File: src/rtl/frame_sequencer.sv
// -----------------------------------------------------------------------------
// frame_sequencer
// Front-end controller between the serial pixel stream and the conv/classifier
// datapath. Accepts one IMG_W x IMG_H frame in raster order, writes each pixel
// into the line buffer with its coordinates, flags every pixel that completes a
// KxK window, lets the conv pipeline drain, starts the fully-connected stage,
// and presents the classifier result. New pixels are refused from the end of
// the frame until the result has been issued.
//
// Ports:
//   clk, reset          clock, asynchronous active-high reset
//   pixel_i/_valid      input pixel and qualifier
//   pixel_i_ready       sequencer accepts a pixel this cycle (IDLE/LOAD)
//   lb_wr_en/_data      line-buffer write strobe and pixel
//   lb_row, lb_col      coordinates of the written pixel
//   win_valid           a complete KxK window ends at the written pixel
//   win_row, win_col    output-map coordinates of that window (0 otherwise)
//   fc_start            one-cycle start pulse to the classifier
//   fc_done, fc_digit   classifier result strobe and value
//   digit_o/_valid      last classified digit and its one-cycle strobe
//   busy                high in any state other than IDLE
// -----------------------------------------------------------------------------
module frame_sequencer #(
   parameter int IMG_W     = 30,
   parameter int IMG_H     = 30,
   parameter int K         = 3,
   parameter int DRAIN_CYC = 4
) (
   input  logic       clk,
   input  logic       reset,
   input  logic [7:0] pixel_i,
   input  logic       pixel_i_valid,
   output logic       pixel_i_ready,
   output logic       lb_wr_en,
   output logic [7:0] lb_wr_data,
   output logic [4:0] lb_row,
   output logic [4:0] lb_col,
   output logic       win_valid,
   output logic [4:0] win_row,
   output logic [4:0] win_col,
   output logic       fc_start,
   input  logic       fc_done,
   input  logic [3:0] fc_digit,
   output logic [3:0] digit_o,
   output logic       digit_o_valid,
   output logic       busy
);

   localparam logic [4:0] COL_LAST = 5'(IMG_W - 1);
   localparam logic [4:0] ROW_LAST = 5'(IMG_H - 1);
   localparam logic [4:0] WIN_OFS  = 5'(K - 1);
   localparam int         DCW      = (DRAIN_CYC > 1) ? $clog2(DRAIN_CYC) : 1;
   localparam logic [DCW-1:0] DRAIN_LOAD = DCW'(DRAIN_CYC - 1);

   typedef enum logic [2:0] {
      S_IDLE,
      S_LOAD,
      S_DRAIN,
      S_CLASSIFY,
      S_OUTPUT
   } state_t;

   state_t           state_q, state_d;
   logic [4:0]       row_q, row_d;
   logic [4:0]       col_q, col_d;
   logic [DCW-1:0]   drain_q, drain_d;
   logic [3:0]       digit_q, digit_d;

   logic             ready_q;
   logic             fc_start_q;
   logic             digit_valid_q;
   logic             lb_wr_en_q;
   logic [7:0]       lb_wr_data_q;
   logic [4:0]       lb_row_q, lb_col_q;
   logic             win_valid_q;
   logic [4:0]       win_row_q, win_col_q;

   logic             accept;
   logic             last_pix;
   logic             win_hit;

   assign accept   = pixel_i_valid & ready_q;
   assign last_pix = (row_q == ROW_LAST) && (col_q == COL_LAST);
   assign win_hit  = (row_q >= WIN_OFS) && (col_q >= WIN_OFS);

   // NOTE: every variable gets a default before the case so no path leaves it
   // unassigned; otherwise synthesis infers a latch to hold the old value.
   always_comb begin
      state_d = state_q;
      row_d   = row_q;
      col_d   = col_q;
      drain_d = drain_q;
      digit_d = digit_q;

      case (state_q)
         S_IDLE, S_LOAD: begin
            if (accept) begin
               if (col_q == COL_LAST) begin
                  col_d = '0;
                  row_d = (row_q == ROW_LAST) ? 5'd0 : row_q + 5'd1;
               end else begin
                  col_d = col_q + 5'd1;
               end
               if (last_pix) begin
                  state_d = S_DRAIN;
                  drain_d = DRAIN_LOAD;
               end else begin
                  state_d = S_LOAD;
               end
            end
         end
         S_DRAIN: begin
            if (drain_q == '0) state_d = S_CLASSIFY;
            else               drain_d = drain_q - 1'b1;
         end
         S_CLASSIFY: begin
            // The classifier cannot answer in the cycle it is started, so a
            // done strobe coincident with fc_start is treated as stale.
            if (fc_done && !fc_start_q) begin
               digit_d = fc_digit;
               state_d = S_OUTPUT;
            end
         end
         S_OUTPUT: begin
            row_d   = '0;
            col_d   = '0;
            state_d = S_IDLE;
         end
         default: state_d = S_IDLE;
      endcase
   end

   // NOTE: sequential state uses non-blocking assignments so every register
   // samples pre-edge values regardless of statement order.
   always_ff @(posedge clk or posedge reset) begin
      if (reset) begin
         state_q       <= S_IDLE;
         row_q         <= '0;
         col_q         <= '0;
         drain_q       <= '0;
         digit_q       <= '0;
         ready_q       <= 1'b1;
         fc_start_q    <= 1'b0;
         digit_valid_q <= 1'b0;
         lb_wr_en_q    <= 1'b0;
         lb_wr_data_q  <= '0;
         lb_row_q      <= '0;
         lb_col_q      <= '0;
         win_valid_q   <= 1'b0;
         win_row_q     <= '0;
         win_col_q     <= '0;
      end else begin
         state_q       <= state_d;
         row_q         <= row_d;
         col_q         <= col_d;
         drain_q       <= drain_d;
         digit_q       <= digit_d;
         // Status strobes are decoded from the next state so they line up
         // with the state register they describe.
         ready_q       <= (state_d == S_IDLE) || (state_d == S_LOAD);
         fc_start_q    <= (state_d == S_CLASSIFY) && (state_q != S_CLASSIFY);
         digit_valid_q <= (state_d == S_OUTPUT);
         lb_wr_en_q    <= accept;
         if (accept) begin
            lb_wr_data_q <= pixel_i;
            lb_row_q     <= row_q;
            lb_col_q     <= col_q;
            win_valid_q  <= win_hit;
            win_row_q    <= win_hit ? row_q - WIN_OFS : 5'd0;
            win_col_q    <= win_hit ? col_q - WIN_OFS : 5'd0;
         end else begin
            win_valid_q  <= 1'b0;
            win_row_q    <= '0;
            win_col_q    <= '0;
         end
      end
   end

   assign pixel_i_ready = ready_q;
   assign lb_wr_en      = lb_wr_en_q;
   assign lb_wr_data    = lb_wr_data_q;
   assign lb_row        = lb_row_q;
   assign lb_col        = lb_col_q;
   assign win_valid     = win_valid_q;
   assign win_row       = win_row_q;
   assign win_col       = win_col_q;
   assign fc_start      = fc_start_q;
   assign digit_o       = digit_q;
   assign digit_o_valid = digit_valid_q;
   assign busy          = (state_q != S_IDLE);

endmodule
File: config.mk
export PLATFORM = sky130hd
export DESIGN_NAME = frame_sequencer
export DESIGN_NICKNAME = d
export VERILOG_FILES = /design/src/rtl/frame_sequencer.sv
export SDC_FILE = /design/constraint.sdc
export NUM_CORES = 1
export LEC_CHECK = 0
export ABC_AREA = 1
export CAP_MARGIN = 20
export CELL_PAD_IN_SITES_DETAIL_PLACEMENT = 0
export CELL_PAD_IN_SITES_GLOBAL_PLACEMENT = 1
export CORE_ASPECT_RATIO = 0.75
export CORE_MARGIN = 8
export CORE_UTILIZATION = 37
export DETAILED_ROUTE_END_ITERATION = 8
export PLACE_DENSITY = 0.91
export SYNTH_ARGS = -nofsm -noshare
export SYNTH_HDL_FRONTEND = slang
export SYNTH_SLANG_ARGS = --single-unit
export TNS_END_PERCENT = 10
File: constraint.sdc
create_clock -name clk -period 2.8 [get_ports clk]
set_input_delay 0.42 -clock clk [delete_from_list [all_inputs] [get_ports clk]]
set_output_delay 0.42 -clock clk [all_outputs]
set_load 0.1 [all_outputs]
* After elaboration in Yosys (flattened, before gate mapping)
Cells that the tools add are included.
Word-level totals: input bits 16, latch bits 0, register bits after elaboration 52, memory bits (read-only) 0, RAM bits 0, word-level logic and storage cells 75, memories kept 0, output and inout bits 38
Operators by class: bitwise operators 1, order comparisons 2, multiplexer cells 21, add/subtract/negate cells 5, shift operators 0, $mul 0, reductions and logical operators 17, eq/ne operators 14, div/mod/pow operators 0
Operator list (number):
- $mux W5 | 9
- $pmux W5 S2 | 2
- $add A5 B1 Y5 const B | 2
- $eq A5 B5 Y1 const B | 2
- $ge A5 B2 Y1 const B | 2
- $sub A5 B2 Y5 const B | 2
- $eq A3 B2 Y1 const B | 3
- $mux W3 | 3
- $pmux W3 S3 | 1
- $mux W2 | 4
- $ne A2 B2 Y1 const B | 4
- $eq A3 B1 Y1 const B | 2
- $eq A3 B3 Y1 const B | 2
- $logic_not A3 Y1 | 2
- $logic_and A1 B1 Y1 | 4
- $pmux W2 S2 | 1
- $reduce_and A2 Y1 | 2
- $reduce_and A4 Y1 | 1
- $reduce_bool A2 Y1 | 2
- $ne A3 B2 Y1 const B | 1
- $reduce_and A3 Y1 | 1
- $reduce_bool A3 Y1 | 1
- $logic_not A2 Y1 | 1
- $reduce_or A2 Y1 | 1
- other kinds (5) | 5

* Logic depth before layout (Yosys ltp)
depth after elaboration 7, depth in mapped cells 9

* Least setup slack after synthesis
No wires, ideal clock.
kind reg2reg, start reg ready_q (netlist: pixel_i_ready), end reg col_q[2], buffers on the path 1, path slack 1117 ps, arrival time 1563 ps, setup time 119 ps, stages on the path, launching flop included 9, required time 2681 ps, cells stage by stage dfstp_2 > nand2_1 > inv_2 > nand2_1 > nand2_1 > buf_4 > nand3_1 > nand2_1 > nor2_1
On the way: longest elaborated chain between the ends 3
Ends and longest elaborated chain:
- start: declaration | line 69 | logic ready_q;
- start signal: assignment | line 160 | ready_q <= (state_d == S_IDLE) || (state_d == S_LOAD);
- $and A1 B1 Y1 | line 82 | assign accept = pixel_i_valid & ready_q;
- $ne A2 B2 Y1 (no source line)
- $reduce_and A2 Y1 (no source line)
- end signal: assignment | line 155 | col_q <= col_d;
- end: declaration | line 65 | logic [4:0] col_q, col_d;
Every way passes these cells. A chain may end at the register's enable or synchronous reset.

* Worst setup path in the final report
start in pixel_i_valid, end reg row_q[2]
On the way: longest elaborated chain between the ends 3
Ends and longest elaborated chain:
- start: declaration | line 32 | input logic pixel_i_valid,
- $and A1 B1 Y1 | line 82
- $ne A2 B2 Y1 (no source line)
- $reduce_and A3 Y1 (no source line)
- end signal: assignment | line 154 | row_q <= row_d;
- end: declaration | line 64 | logic [4:0] row_q, row_d;
Every way passes these cells.

==> results.tsv <==
metric	value	unit
status	complete, no violations	
grt_pass1_vias	1812	
fp.dieH	84.7	um
synth.distinct_cells	24	
cts.sinks	52	
synth-compound-area-share	5.42	%
cp_max_fo	12	
crit_top_cell	nand2_1	
synth-async-reset-ratio	100	%
die_area	0.00912	sq mm
critPathMaxStageDelay	0.47	ns
hold_viol	0	
synth_seq_cells	52	
die_w	108	um
cts_tree	built	
clock_latency	0.31	ns
drc	0	
routabilityCongestion	0.822	
muxShareOfSynthArea	0	%
antenna_found_initial	0	
synthFlopType	dfrtp_1	
cts_resized	0	
hold_buffers	0	
clock_tree.root_cell	clkbuf_8	
synth_edf_count	0	
synth_xor_area_share	1.88	%
grt_start_max_net_pins	30	
fin_tns_setup	0	ns
viasPerCell	4.60	
grt_first_pass_wirelength	8770	um
slew_headroom	71.0	%
placed_area	0.00283	sq mm
clkTransAtPathRegs	0.10	ns
grt.total_usage	11.7	%
rsz0062_at_grt	false	
htree_levels	2	
end_kind	flop	
ios	54	
slew_violations	0	
syn_area_per_cell	8.86	sq um
period_needed	1.78	ns
maxClockFrequency	561	MHz
port-buffer-count	53	
synth_warnings	0	
switchingPower	1.36	mW
cp-startpoint	pixel_i_valid	
syn_inst	263	
period_share	63.7	%
first_pass_iters	4	
path_delay_family	simple AND/OR/NAND/NOR gates	
vias	1837	
post-cts-setup-buffers	0	
hpwl	4000	um
numCtsBuffers	5	
path_buf_inv	2	
syn_to_final_growth	28.5	%
clk_path_buf_depth	2	
worst_clock_skew	0.00860	ns
critPathSlowestCell	clkdlybuf4s50_1	
rows	25	
p_sw_share	45.7	%
wire_per_inst	13.1	um
finalWirelength	5240	um
reg2reg_from	pixel_i_ready	
worstMarginPinSlew	0.433	ns
synthesis.area	0.00233	sq mm
path_class	in -> reg	
p_int	1.62	mW
antenna_cells	0	
stdcell_area	0.00299	sq mm
synth_fa_ha_area_share	5.91	%
gr-total-overflow	0	
antenna_left	0	
clock_power_share	23.4	%
initial_core_util	37.6	%
drv_cap	0	
arrival	1.98	ns
final-setup-viol-count	0	
ir_worst_vdd	315	uV
synth_simple_gate_area_share	24.2	%
path_cells	clkdlybuf4s50_1 > nand2_1 > inv_2 > nand2_1 > nand2_1 > nand2_2 > a21oi_1 > nor2_1	
drive_above_1_share	20.1	%
synth_top_family_by_area	simple AND/OR/NAND/NOR gates	
power	2.97	mW
cp.required	3.00	ns
hold_class	in -> async	
power_frac_seq	34.4	%
drtIter0Drc	75	
leakagePower	1.54	nW
power_per_cell_area	994	mW/mm^2
fin_nets	344	
cp-start-kind	input port	
p_comb_share	42.2	%
core	0.00619	sq mm
synth-seq-area-share	55.9	%
fin_util	48.3	%
synth_nets	290	
fillers	593	
## cell type report
| cell class | count | area [sq um] | area share, % |
|---|---|---|---|
| Timing Repair Buffer | 56 | 458 | 15.3 |
| Sequential cell | 52 | 1300 | 43.5 |
| Multi-Input combinational cell | 175 | 871 | 29.1 |
| Tap cell | 81 | 101 | 3.39 |
| Clock inverter | 3 | 90.1 | 3.01 |
| Clock buffer | 5 | 68.8 | 2.30 |
| Inverter | 27 | 101 | 3.39 |
## state kept, by name (all words and copies together), names as in the netlist
register and count:
lb_wr_data 8, col_q 5, lb_col 5, lb_row 5, row_q 5, win_col 5, win_row 5, digit_o 4
state_q 3, drain_q 2, digit_o_valid 1, fc_start 1, lb_wr_en 1, pixel_i_ready 1, win_valid 1
## placed cells by master (no fill, tap or decap)
cell             count
o21ai_0             12
inv_1               20
nor2_1              29
dfrtp_1             51
xnor2_1              2
bufinv_16            3
ha_1                11
o21bai_1             1
and3_1               1
nand2_1             79
nand3_2              2
inv_2                7
buf_4               41
nand3_1             15
a21oi_1              5
nand4_1              5
xor2_1               3
o21ai_1              5
dfstp_2              1
clkdlybuf4s50_1     15
nand2_2              1
clkbuf_8             5
nor2_2               3
o21ai_2              1
## synth_stat cells, types with 2 or more instances
library cell	number	area share, %
nand4_1	5	1.3
xnor2_1	2	0.75
o21ai_0	12	2.6
nand2_1	79	13
xor2_1	3	1.1
ha_1	11	5.9
dfrtp_1	51	55
buf_2	5	1.1
nor2_2	3	0.81
inv_2	6	0.97
o21ai_1	5	1.1
buf_4	2	0.64
nor2_1	29	4.7
inv_1	21	3.4
a21oi_1	5	1.1
nand3_1	15	3.2
nand3_2	2	0.86
## metal layers
layer | global-route usage (%) | routed length (um) | share of wire, % | up-vias
met5 | 0 | 0 | 0 | -
met4 | 3.02 | 48 | 0.92 | 0
met3 | 3.83 | 385 | 7.3 | 7
met2 | 17.1 | 2180 | 42 | 46
met1 | 16.2 | 2630 | 50 | 859
li1 | - | - | - | 925
## path summary, 6_finish.rpt
check	end	slack, ns	cells past startpoint
min reg2reg	drain_q[1]	0.48	2
min	win_col[3]	0.41	2
max	row_q[2]	1.02	8
max reg2reg	row_q[2]	1.07	7
max in group asynchronous	pixel_i_ready	1.75	3
min in group clk	drain_q[1]	0.48	2
## cell families (layout without fill, tap and decap cells)
| kind of cell | Yosys count | count (layout) |
|---|---|---|
| xor+xnor | 5 | 5 |
| fa+ha+maj | 11 | 11 |
| compound gates | 24 | 24 |
| buf+inv | 36 | 91 |
| flops | 52 | 52 |
| simple gates | 135 | 135 |
## power groups by stage
stage	Combinational, mW	Sequential, mW	Clock, mW
finish	1.25	1.02	0.696
global route	1.33	1.05	0.737
CTS	1.27	1.03	0.708
detailed placement	1.26	1.04	0
global placement	1.25	1.03	0
floorplan	0.308	1.70	0
## stage by stage
stage	setup WS [ns]	hold slack [ns]	cells
CTS	1.02	0.426	399
global route	0.826	0.438	399
detailed placement	0.693	0.460	391
global placement	0.740	0.456	391
floorplan	1.12	0.442	263
finish	1.02	0.412	399
Note: power is estimated with default switching activity, not from simulation.
